==> src/rtl/mmr_noc_tx_if.sv <==
// rtl/mmr_noc_tx_if.sv - MMR write-snoop and NoC transmit link bundle for mmr_noc_tx
//
// Purpose: groups the write-back MMR snoop port and the outbound NoC
// valid/ready link so the transmitter and its environment share one bundle.
//
// Signals:
//   mmr_we        write-back MMR write strobe
//   mmr_location  MMR byte address of the write
//   mmr_wdata     MMR write data
//   mmr_stall     write refused this cycle; writer must hold and retry
//   noc_tx_valid  flit on noc_tx_data is valid
//   noc_tx_ready  NoC accepts the flit this cycle
//   noc_tx_data   flit payload
//   noc_tx_last   final flit of a packet
//   noc_tx_done   one-cycle pulse after the final flit is accepted
//   busy          a packet is in flight
//
// Modports:
//   master  write-back / NoC side (drives writes and ready)
//   slave   the transmitter
`timescale 1ns/1ps

interface mmr_noc_tx_if;
    logic        mmr_we;
    logic [31:0] mmr_location;
    logic [31:0] mmr_wdata;
    logic        mmr_stall;
    logic        noc_tx_valid;
    logic        noc_tx_ready;
    logic [31:0] noc_tx_data;
    logic        noc_tx_last;
    logic        noc_tx_done;
    logic        busy;

    modport master (
        output mmr_we,
        output mmr_location,
        output mmr_wdata,
        output noc_tx_ready,
        input  mmr_stall,
        input  noc_tx_valid,
        input  noc_tx_data,
        input  noc_tx_last,
        input  noc_tx_done,
        input  busy
    );

    modport slave (
        input  mmr_we,
        input  mmr_location,
        input  mmr_wdata,
        input  noc_tx_ready,
        output mmr_stall,
        output noc_tx_valid,
        output noc_tx_data,
        output noc_tx_last,
        output noc_tx_done,
        output busy
    );
endinterface

==> src/rtl/mmr_noc_tx.sv <==
// rtl/mmr_noc_tx.sv - store-side NoC transmitter snooping MMR write-back writes
//
// Purpose: shadows NUM_WORDS payload words and a command word written through
// the MMR window at BASE_ADDR. A command write with bit0=1 launches a packet:
// one header flit (the command word) followed by NUM_WORDS payload flits over
// a valid/ready link, then a one-cycle done pulse.
//
// Ports:
//   clk    in  single clock, posedge
//   rst_n  in  asynchronous active-low reset
//   bus    slave modport of mmr_noc_tx_if (MMR snoop + NoC link, see interface)
`timescale 1ns/1ps

module mmr_noc_tx #(
    parameter logic [31:0] BASE_ADDR = 32'h0000_4000,
    parameter int unsigned NUM_WORDS = 4
) (
    input  logic        clk,
    input  logic        rst_n,
    mmr_noc_tx_if.slave bus
);

    typedef enum logic [1:0] {
        S_IDLE = 2'd0,
        S_HDR  = 2'd1,
        S_DATA = 2'd2,
        S_DONE = 2'd3
    } state_t;

    // Word index of the command register; payload indices are below it.
    localparam logic [2:0] CMD_IDX  = 3'(NUM_WORDS);
    localparam logic [2:0] LAST_IDX = 3'(NUM_WORDS - 1);

    state_t      r_state;
    state_t      w_next_state;
    logic [2:0]  r_count;
    logic [31:0] r_cmd;
    // Sized to the full 3-bit index space; entries at or above NUM_WORDS are
    // never written and stay at zero.
    logic [31:0] r_shadow [0:7];

    logic [2:0]  w_idx;
    logic        w_hit;
    logic        w_busy;
    logic        w_accept_wr;
    logic        w_trigger;
    logic        w_last;
    logic        w_valid;
    logic [31:0] w_data;
    logic        w_done;

    assign w_idx = bus.mmr_location[4:2];

    assign w_hit = bus.mmr_we
                && (bus.mmr_location[31:5] == BASE_ADDR[31:5])
                && (bus.mmr_location[1:0] == 2'b00)
                && (w_idx <= CMD_IDX);

    assign w_busy = (r_state != S_IDLE);

    // Writes are only taken in IDLE, which also freezes the shadow words for
    // the whole life of a packet.
    assign w_accept_wr = w_hit && !w_busy;
    assign w_trigger   = w_accept_wr && (w_idx == CMD_IDX) && bus.mmr_wdata[0];
    assign w_last      = (r_state == S_DATA) && (r_count == LAST_IDX);

    // State register
    always_ff @(posedge clk or negedge rst_n) begin
        if (!rst_n) begin
            r_state <= S_IDLE;
        end else begin
            r_state <= w_next_state;
        end
    end

    // Next-state logic
    always_comb begin
        w_next_state = r_state;
        unique case (r_state)
            S_IDLE: if (w_trigger)                    w_next_state = S_HDR;
            S_HDR:  if (bus.noc_tx_ready)             w_next_state = S_DATA;
            S_DATA: if (bus.noc_tx_ready && w_last)   w_next_state = S_DONE;
            S_DONE:                                   w_next_state = S_IDLE;
            default:                                  w_next_state = S_IDLE;
        endcase
    end

    // Payload index: cleared when the header is accepted, advanced on each
    // accepted payload flit except the last, so it never passes LAST_IDX.
    always_ff @(posedge clk or negedge rst_n) begin
        if (!rst_n) begin
            r_count <= 3'd0;
        end else if (r_state == S_HDR && bus.noc_tx_ready) begin
            r_count <= 3'd0;
        end else if (r_state == S_DATA && bus.noc_tx_ready && !w_last) begin
            r_count <= r_count + 3'd1;
        end
    end

    // Shadow payload words and command word
    always_ff @(posedge clk or negedge rst_n) begin
        if (!rst_n) begin
            r_cmd <= 32'd0;
            for (int i = 0; i < 8; i++) begin
                r_shadow[i] <= 32'd0;
            end
        end else if (w_accept_wr) begin
            if (w_idx == CMD_IDX) begin
                r_cmd <= bus.mmr_wdata;
            end else begin
                r_shadow[w_idx] <= bus.mmr_wdata;
            end
        end
    end

    // Outputs are decoded from state only, so valid/data/last stay stable
    // while a flit waits for ready.
    always_comb begin
        w_valid = 1'b0;
        w_data  = 32'd0;
        w_done  = 1'b0;
        unique case (r_state)
            S_HDR: begin
                w_valid = 1'b1;
                w_data  = r_cmd;
            end
            S_DATA: begin
                w_valid = 1'b1;
                w_data  = r_shadow[r_count];
            end
            S_DONE: begin
                w_done = 1'b1;
            end
            default: begin
            end
        endcase
    end

    assign bus.noc_tx_valid = w_valid;
    assign bus.noc_tx_data  = w_data;
    assign bus.noc_tx_last  = w_last;
    assign bus.noc_tx_done  = w_done;
    assign bus.busy         = w_busy;
    assign bus.mmr_stall    = w_hit && w_busy;

endmodule

==> src/flat_wrapper.sv <==
// flat-port wrapper written by rule: the top's interface ports become plain ports
module mmr_noc_tx_flat 
#(
    parameter logic [31:0] BASE_ADDR = 32'h0000_4000,
    parameter int unsigned NUM_WORDS = 4
)
  (clk, rst_n, bus_mmr_we, bus_mmr_location, bus_mmr_wdata, bus_noc_tx_ready, bus_mmr_stall, bus_noc_tx_valid, bus_noc_tx_data, bus_noc_tx_last, bus_noc_tx_done, bus_busy);
  mmr_noc_tx_if bus_i ();
  input  logic clk;
  input  logic rst_n;
  input wire logic [$bits(bus_i.mmr_we)-1:0] bus_mmr_we;
  input wire logic [$bits(bus_i.mmr_location)-1:0] bus_mmr_location;
  input wire logic [$bits(bus_i.mmr_wdata)-1:0] bus_mmr_wdata;
  input wire logic [$bits(bus_i.noc_tx_ready)-1:0] bus_noc_tx_ready;
  output wire logic [$bits(bus_i.mmr_stall)-1:0] bus_mmr_stall;
  output wire logic [$bits(bus_i.noc_tx_valid)-1:0] bus_noc_tx_valid;
  output wire logic [$bits(bus_i.noc_tx_data)-1:0] bus_noc_tx_data;
  output wire logic [$bits(bus_i.noc_tx_last)-1:0] bus_noc_tx_last;
  output wire logic [$bits(bus_i.noc_tx_done)-1:0] bus_noc_tx_done;
  output wire logic [$bits(bus_i.busy)-1:0] bus_busy;
  assign bus_i.mmr_we = bus_mmr_we;
  assign bus_i.mmr_location = bus_mmr_location;
  assign bus_i.mmr_wdata = bus_mmr_wdata;
  assign bus_i.noc_tx_ready = bus_noc_tx_ready;
  assign bus_mmr_stall = bus_i.mmr_stall;
  assign bus_noc_tx_valid = bus_i.noc_tx_valid;
  assign bus_noc_tx_data = bus_i.noc_tx_data;
  assign bus_noc_tx_last = bus_i.noc_tx_last;
  assign bus_noc_tx_done = bus_i.noc_tx_done;
  assign bus_busy = bus_i.busy;
  mmr_noc_tx #(.BASE_ADDR(BASE_ADDR), .NUM_WORDS(NUM_WORDS)) u_core (.clk(clk), .rst_n(rst_n), .bus(bus_i));
endmodule
==> config.mk <==
export PLATFORM = sky130hd
export DESIGN_NAME = mmr_noc_tx_flat
export DESIGN_NICKNAME = d
export VERILOG_FILES = /design/src/rtl/mmr_noc_tx_if.sv /design/src/rtl/mmr_noc_tx.sv /design/src/flat_wrapper.sv
export SDC_FILE = /design/constraint.sdc
export NUM_CORES = 1
export LEC_CHECK = 0
export ABC_AREA = 1
export ABC_CLOCK_PERIOD_IN_PS = 1700
export BUFFER_PORTS_ARGS = -buffer_cell sky130_fd_sc_hd__buf_2
export CORE_ASPECT_RATIO = 0.8
export CORE_MARGIN = 4
export CORE_UTILIZATION = 40
export DETAILED_ROUTE_END_ITERATION = 12
export PLACE_DENSITY = 0.6
export SETUP_SLACK_MARGIN = 0.3
export SLEW_MARGIN = 0
export SYNTH_ARGS = -nofsm -noshare
export SYNTH_HDL_FRONTEND = slang
export SYNTH_SLANG_ARGS = --single-unit
==> constraint.sdc <==
create_clock -name clk -period 1.7 [get_ports clk]
set_input_delay 0.17 -clock clk [delete_from_list [all_inputs] [get_ports clk]]
set_output_delay 0.17 -clock clk [all_outputs]
set_load 0.01 [all_outputs]
# --- Yosys cells after proc, flatten, opt, wreduce, memory -nomap -nowiden ---
# Index checks and enable logic that the tools add are counted.
word_totals:
  out_inout_bits: 37
  word_cells: 66
  regBits: 293
  in_bits: 68
op_classes:
  n_lt_le_gt_ge: 4
  n_reduce_logical: 23
  mux: 15
  eq_ne: 9
  n_addsub: 1
  bitwise: 3
op_table:
  columns: ["op", "n"]
  rows:
  - ["$bwmux W256", 1]
  - ["$bmux W32 S3", 1]
  - ["$demux W32 S3", 1]
  - ["$mux W32", 3]
  - ["$pmux W32 S2", 1]
  - ["$eq A27 B10 Y1 const B", 1]
  - ["$logic_and A1 B1 Y1", 13]
  - ["$ge A4 B4 Y1 const B", 2]
  - ["$not A3 Y4", 2]
  - ["$pmux W2 S4", 1]
  - ["$mux W2", 3]
  - ["$mux W3", 2]
  - ["$eq A2 B2 Y1 const B", 2]
  - ["$logic_not A2 Y1", 2]
  - ["$lt A4 B1 Y1 const B", 1]
  - ["$ne A2 B2 Y1 const B", 2]
  - ["$reduce_and A2 Y1", 2]
  - ["$reduce_bool A2 Y1", 2]
  - ["$add A3 B1 Y3 const B", 1]
  - ["$eq A3 B2 Y1 const B", 1]
  - ["$eq A3 B3 Y1 const B", 1]
  - ["$le A3 B3 Y1 const B", 1]
  - ["$reduce_and A3 Y1", 1]
  - ["$eq A2 B1 Y1 const B", 1]
  - ["other kinds (5)", 7]

# --- Depth between registers and ports, before layout ---
depth:
  ltp_word: 9
  mapped_depth: 11
  mapped_depth_nobuf: 11

# --- Worst setup path before layout ---
# Ideal clock, no wire load.
synth_path:
  path_kind: "register -> output"
  start: "reg u_core.r_count[0]"
  end: "out bus_noc_tx_data[11]"
  n_path_buf: 4
  required_time_ns: 1.530
  t_arrival_ns: 1.657
  stages_incl_launch_ff: 10
  path_slack_ns: -0.127
  cell_sequence: "dfrtp_1 -> buf_2 -> buf_2 -> clkinv_1 -> buf_2 -> buf_2 -> nor2_1 -> o211ai_1 -> o211ai_1 -> a21oi_1"
synth_between:
  elab_chain_len: 5
synth_lines:
  columns: ["item", "line", "rtl"]
  rows:
  - ["start, declared", "mmr_noc_tx.sv:36", "logic [2:0] r_count;"]
  - ["start signal, assigned", "mmr_noc_tx.sv:96", "r_count <= r_count + 3'd1;"]
  - ["$not A3 Y4 (not written as such)", "mmr_noc_tx.sv:129", "w_data = r_shadow[r_count];"]
  - ["$bmux W32 S3", "mmr_noc_tx.sv:129", null]
  - ["$mux W32 (not written as such) (2 in series)", "mmr_noc_tx.sv:129", null]
  - ["$pmux W32 S2", "mmr_noc_tx.sv:122", "unique case (r_state)"]
  - ["end, declared", "flat_wrapper.sv:17", "output wire logic [$bits(bus_i.noc_tx_data)-1:0] bus_noc_tx_data;"]
# No other way between the ends. The select of a mux whose other input is x is not followed.

# --- Worst setup path after layout ---
layout_path:
  start: "reg u_core.r_count[0]"
  end: "out bus_noc_tx_data[29]"
# The elaborated chain is that of the path after synthesis.

==> results.md <==
Power:
- The largest vdd supply drop is between 0.0009 and 0.001 V.
- In this run the static leakage power is roughly 9.0 nW.
- The power per unit of standard cell area is 1063 mW/mm^2.
- Power comes to roughly 0.020 W.

Critical path:
- The end point of the critical path is bus_noc_tx_data[29].
- The startpoint of the worst-slack reg-to-reg timing path is u_core.r_state[1]$_DFFE_PN0P_.
- The worst setup path is launched from a flip-flop.
- The critical path in this run is classified as flip-flop to output pin.
- STA puts the critical path data required time at ~1500 ps.
- The number of buffers and inverters on the critical path is 6.
- The endpoint of the most critical register-to-register path is u_core.r_shadow[239]$_DFFE_PN0P_.
- The kind of end point of the critical path is an output pin.
- The critical path arrival is between 2000 and 2500 ps.
- The critical path runs through a total of 10 cells.
- The top fanout value on the critical path is 6.
- The largest individual stage delay along the critical path comes from the cell sky130_fd_sc_hd__dfrtp_4.
- The count of cells along the worst register-to-register path is 12.
- The timing startpoint of the critical path is u_core.r_count[0]$_DFFE_PN0P_.
- The largest single stage delay on the critical path is ~490 ps.
- For flop-to-flop paths, the worst setup slack is -300 ps.
- Traced cell by cell, the critical path runs through buf_12 > clkinv_8 > buf_12 > buf_4 > nor2_1 > o21ai_0 > buf_4 > o211ai_1 > a21oi_2 > buf_2.
- The kind of cell with the highest combined delay on the critical path is buffers and inverters.

STA:
- The worst slew slack as a fraction of its limit is a little over half.
- The count of final hold-check violations is 0.
- The worst-margin pin slew is 672.2 ps.
- The minimum clock period after layout is ~2600 ps.
- Setup violations remaining at the end of the flow were counted as 201.
- Across the routed clock network, the largest skew measured is 26.36 ps.
- Setup repair after global routing could not meet its margin everywhere.
- The max-slew violation total from the final report was 0.
- Adding up every negative setup slack in the final design gives -55030 ps.
- In the finished design, the share of the clock period the worst path needs comes to 151.0%.
- Derived from the worst setup path, the maximum achievable clock frequency is between 0.3 and 0.4 GHz.
- In the post-route analysis, the smallest setup slack over all paths is -867.1 ps.

Global route:
- The total routing usage reported by global routing is a little over a fifth.
- The pin count of the biggest net entering global routing is 64.
- The global-route wire length before repair is 59.33 mm.
- The via count of the first global-routing pass is 10290.
- The initial antenna violation count was 2.
- The total overflow reported by the global router is 0.

Final layout:
- Once layout is complete, the utilization of the core stands at 60.32%.
- The net count of the finished layout is 1711.
- The layout overhead on the synthesized area is 48.62%.
- The fraction of final layout cells with drive strength greater than 1 is between 40 and 50%.
- The cell area after layout is about 0.019 sq mm.
- The number of antenna repair diodes is 0.

Logic synthesis:
- The simple-gate share of the synthesized area is about 14%.
- Sequential elements use ~57% of the synthesized area.
- The register bit count reported by yosys is slightly below 300.
- The area fraction in compound gates after synthesis is 17.73%.
- The dominant combinational cell family by area after synthesis is compound AO/OA/AOI/OAI gates.
- The multiplexer share of the synthesized area is 0%.
- The number of nets in the synthesized netlist is about 1600.
- The mapped cell area is ~0.013 sq mm.
- The share of the synthesized netlist area taken by xor and xnor gates is 0%.
- The arithmetic-cell share of the synthesized area counting full adders, half adders and majority gates is less than 1%.
- The distinct cell type count after synthesis is 30.
- Synthesis produced 1502 cells.
- The synthesized area divided by synthesized cell count is approximately 8.5 sq um.
- The Yosys step of the flow raised 0 warnings.

Detailed routing:
- The number of optimization iterations in the first detailed-route pass is 5.
- The remaining antenna violation count is 0.
- The routed via count is 11350.
- The DRC violation count after routing is 0.
- The average wire per standard cell is roughly 22 microns.
- Dividing the detail-routed via count by the number of cells gives 5.458.
- The routed design has 46.48 mm of wire.
- The first routing iteration left approximately 1200 violations.

Placed design:
- Port buffering added between 100 and 150 buffers.
- Prior to clock tree synthesis, the placed netlist has a worst setup slack of -251.1 ps.
- Once detailed placement completed, the half-perimeter wirelength came to 20.87 mm.
- At the end of routability-driven placement, the weighted congestion stood at 0.8223.
- The placed instances occupy a cell area of 0.01397 sq mm.

CTS:
- The longest clock path from root to sink contains 3 buffers.
- The cell sitting at the root of the clock tree is a sky130_fd_sc_hd__clkbuf_16.
- The clock latency at the later pin of the worst-skew pair is 560 ps.
- In this run the number of H-tree levels came out at 1.
- Buffers inserted during clock tree synthesis total 31.
- TritonCTS built the clock tree.
- The clock-pin transition on the worst setup and hold timing paths is approximately 60 ps.
- The number of clock sinks is 293.

Flow run:
- The count of max-cap constraint violations is 0.

Die:
- In this run the vertical extent of the chip is ~170 microns.
- The starting density of the core is 40.59%.
- The die covers about 0.035 sq mm.
- The boundary pin count is 105.
- The number of placement rows is 58.
- The floorplan core area is 0.03142 sq mm.
- The width of the die is about 210 microns.

Run status:
- The run finished, with violations left.
- The checks that failed: setup timing.

Min path:
- The path category of the worst min-delay check is input pin to flip-flop.
-- kinds of logic (layout without fill, tap and decap cells) --
logic type / Yosys count / after routing
AND/OR/NAND/NOR: 452 / 452
AO/OA/AOI/OAI: 419 / 419
buffers and inverters: 331 / 488
flip-flops: 293 / 293
adder cells (fa/ha/maj): 7 / 7
-- cell usage in the layout (no fill, tap or decap), types with 21 or more instances in the layout --
| cell type | instances |
|---|---|
| sky130_fd_sc_hd__dlygate4sd3_1 | 33 |
| sky130_fd_sc_hd__o21ai_2 | 88 |
| sky130_fd_sc_hd__clkbuf_16 | 55 |
| sky130_fd_sc_hd__nand2_1 | 73 |
| sky130_fd_sc_hd__buf_6 | 43 |
| sky130_fd_sc_hd__nor2_4 | 28 |
| sky130_fd_sc_hd__a21oi_2 | 42 |
| sky130_fd_sc_hd__o21ai_1 | 104 |
| sky130_fd_sc_hd__buf_4 | 53 |
| sky130_fd_sc_hd__nand2_4 | 82 |
| sky130_fd_sc_hd__buf_16 | 21 |
| sky130_fd_sc_hd__nand2_2 | 60 |
| sky130_fd_sc_hd__o211ai_1 | 64 |
| sky130_fd_sc_hd__o21ai_0 | 97 |
| sky130_fd_sc_hd__nor2_1 | 163 |
| sky130_fd_sc_hd__nor2_2 | 24 |
| sky130_fd_sc_hd__buf_12 | 36 |
| sky130_fd_sc_hd__buf_2 | 98 |
| sky130_fd_sc_hd__a21oi_1 | 22 |
| sky130_fd_sc_hd__dfrtp_1 | 291 |
| sky130_fd_sc_hd__inv_1 | 96 |
-- area by class of cell --
| class | instances | area, sq um |
|---|---|---|
| inverters | 113 | 444.2 |
| repair buffers | 318 | 3752 |
| well taps | 420 | 525.5 |
| multi-input cells | 878 | 5763 |
| clock buffers | 41 | 893.4 |
| flip-flops and latches | 293 | 7340 |
| fillers | 2430 | 12470 |
| clock inverters | 15 | 227.7 |
| repair inverters | 1 | 8.758 |
-- registers in the layout, indices dropped and copies added (netlist names) --
name             flops
u_core.r_count       3
u_core.r_state       2
u_core.r_cmd        32
u_core.r_shadow    256
-- tightest hold or removal path, cell delays in order --
cell	delay, ps
sky130_fd_sc_hd__buf_2	110
sky130_fd_sc_hd__nor3_1	120
sky130_fd_sc_hd__nand4_1	130
sky130_fd_sc_hd__nand2_1	50
-- stage by stage --
| step | cells | hold slack [ps] |
|---|---|---|
| 2_1_floorplan | 1502 | -125.6 |
| 3_3_place_gp | 1880 | 81.74 |
| 3_5_place_dp | 1880 | 83.78 |
| 4_1_cts | 2015 | 57.51 |
| 5_1_grt | 2079 | 75.64 |
| 6_report | 2079 | 57.81 |
-- worst min path at each step --
stage,cells after the start,end,start,slack [ps]
finish,4,u_core.r_cmd[0]$_DFFE_PN0P_,bus_mmr_location[3],60
global route,5,u_core.r_count[1]$_DFFE_PN0P_,bus_noc_tx_ready,80
CTS,4,u_core.r_cmd[0]$_DFFE_PN0P_,bus_mmr_location[3],60
detailed placement,1,u_core.r_shadow[163]$_DFFE_PN0P_,rst_n,80
global placement,1,u_core.r_shadow[229]$_DFFE_PN0P_,rst_n,80
floorplan,0,u_core.r_cmd[0]$_DFFE_PN0P_,rst_n,-130
-- what timing repair did --
item	in CTS	in global routing
setup endpoints to repair	202	202
setup buffers	28	30
resized for setup	205	447
endpoints found under the hold margin	448	0
pin swaps	27	73
gates cloned	18	34
hold buffers	33	0
-- layer usage --
layer | GRT usage, % | vias up | routed length, microns | part of all wire [%]
li1 | - | 5079 | - | -
met1 | 31.45 | 5550 | 19290 | 42
met2 | 31.65 | 577 | 21000 | 45
met3 | 4.177 | 138 | 4026 | 8.7
met4 | 6.737 | 4 | 2137 | 4.6
met5 | 0 | - | 21 | 0.045
-- report_power, final --
part           switching [W]  internal (W)
clock                0.00287       0.00457
sequential         0.0000319       0.00700
combinational        0.00326       0.00241
total                0.00616        0.0140
-- synthesized netlist by cell type --
| library cell | instances | share of area, % |
|---|---|---|
| sky130_fd_sc_hd__clkbuf_2 | 2 | 0.078 |
| sky130_fd_sc_hd__ha_1 | 7 | 0.69 |
| sky130_fd_sc_hd__nand2_1 | 215 | 6.3 |
| sky130_fd_sc_hd__o211ai_1 | 64 | 3.8 |
| sky130_fd_sc_hd__nor3_4 | 1 | 0.13 |
| sky130_fd_sc_hd__or2_0 | 1 | 0.049 |
| sky130_fd_sc_hd__nand3_1 | 3 | 0.12 |
| sky130_fd_sc_hd__nand4_1 | 3 | 0.15 |
| sky130_fd_sc_hd__o22ai_1 | 1 | 0.049 |
| sky130_fd_sc_hd__nand3_2 | 1 | 0.078 |
| sky130_fd_sc_hd__nand2_2 | 1 | 0.049 |
| sky130_fd_sc_hd__a21oi_1 | 64 | 2.5 |
| sky130_fd_sc_hd__inv_1 | 111 | 3.3 |
| sky130_fd_sc_hd__nor3b_1 | 1 | 0.059 |
| sky130_fd_sc_hd__nor3_1 | 3 | 0.12 |
| sky130_fd_sc_hd__dfrtp_1 | 293 | 57 |
| sky130_fd_sc_hd__clkinv_1 | 2 | 0.059 |
| sky130_fd_sc_hd__clkbuf_1 | 186 | 5.5 |
| sky130_fd_sc_hd__nand4_4 | 1 | 0.17 |
| sky130_fd_sc_hd__buf_1 | 6 | 0.18 |
| sky130_fd_sc_hd__o21ai_0 | 252 | 9.9 |
| sky130_fd_sc_hd__buf_2 | 24 | 0.94 |
| sky130_fd_sc_hd__and2_0 | 1 | 0.049 |
| sky130_fd_sc_hd__nand3b_1 | 1 | 0.059 |
| sky130_fd_sc_hd__o21ai_1 | 37 | 1.5 |
| sky130_fd_sc_hd__o21a_1 | 1 | 0.059 |
| sky130_fd_sc_hd__or2_2 | 1 | 0.049 |
| sky130_fd_sc_hd__nand3_4 | 2 | 0.27 |
| sky130_fd_sc_hd__nor2_1 | 215 | 6.3 |
| sky130_fd_sc_hd__nor4_1 | 2 | 0.098 |
Note: power is estimated with default switching activity, not from simulation.
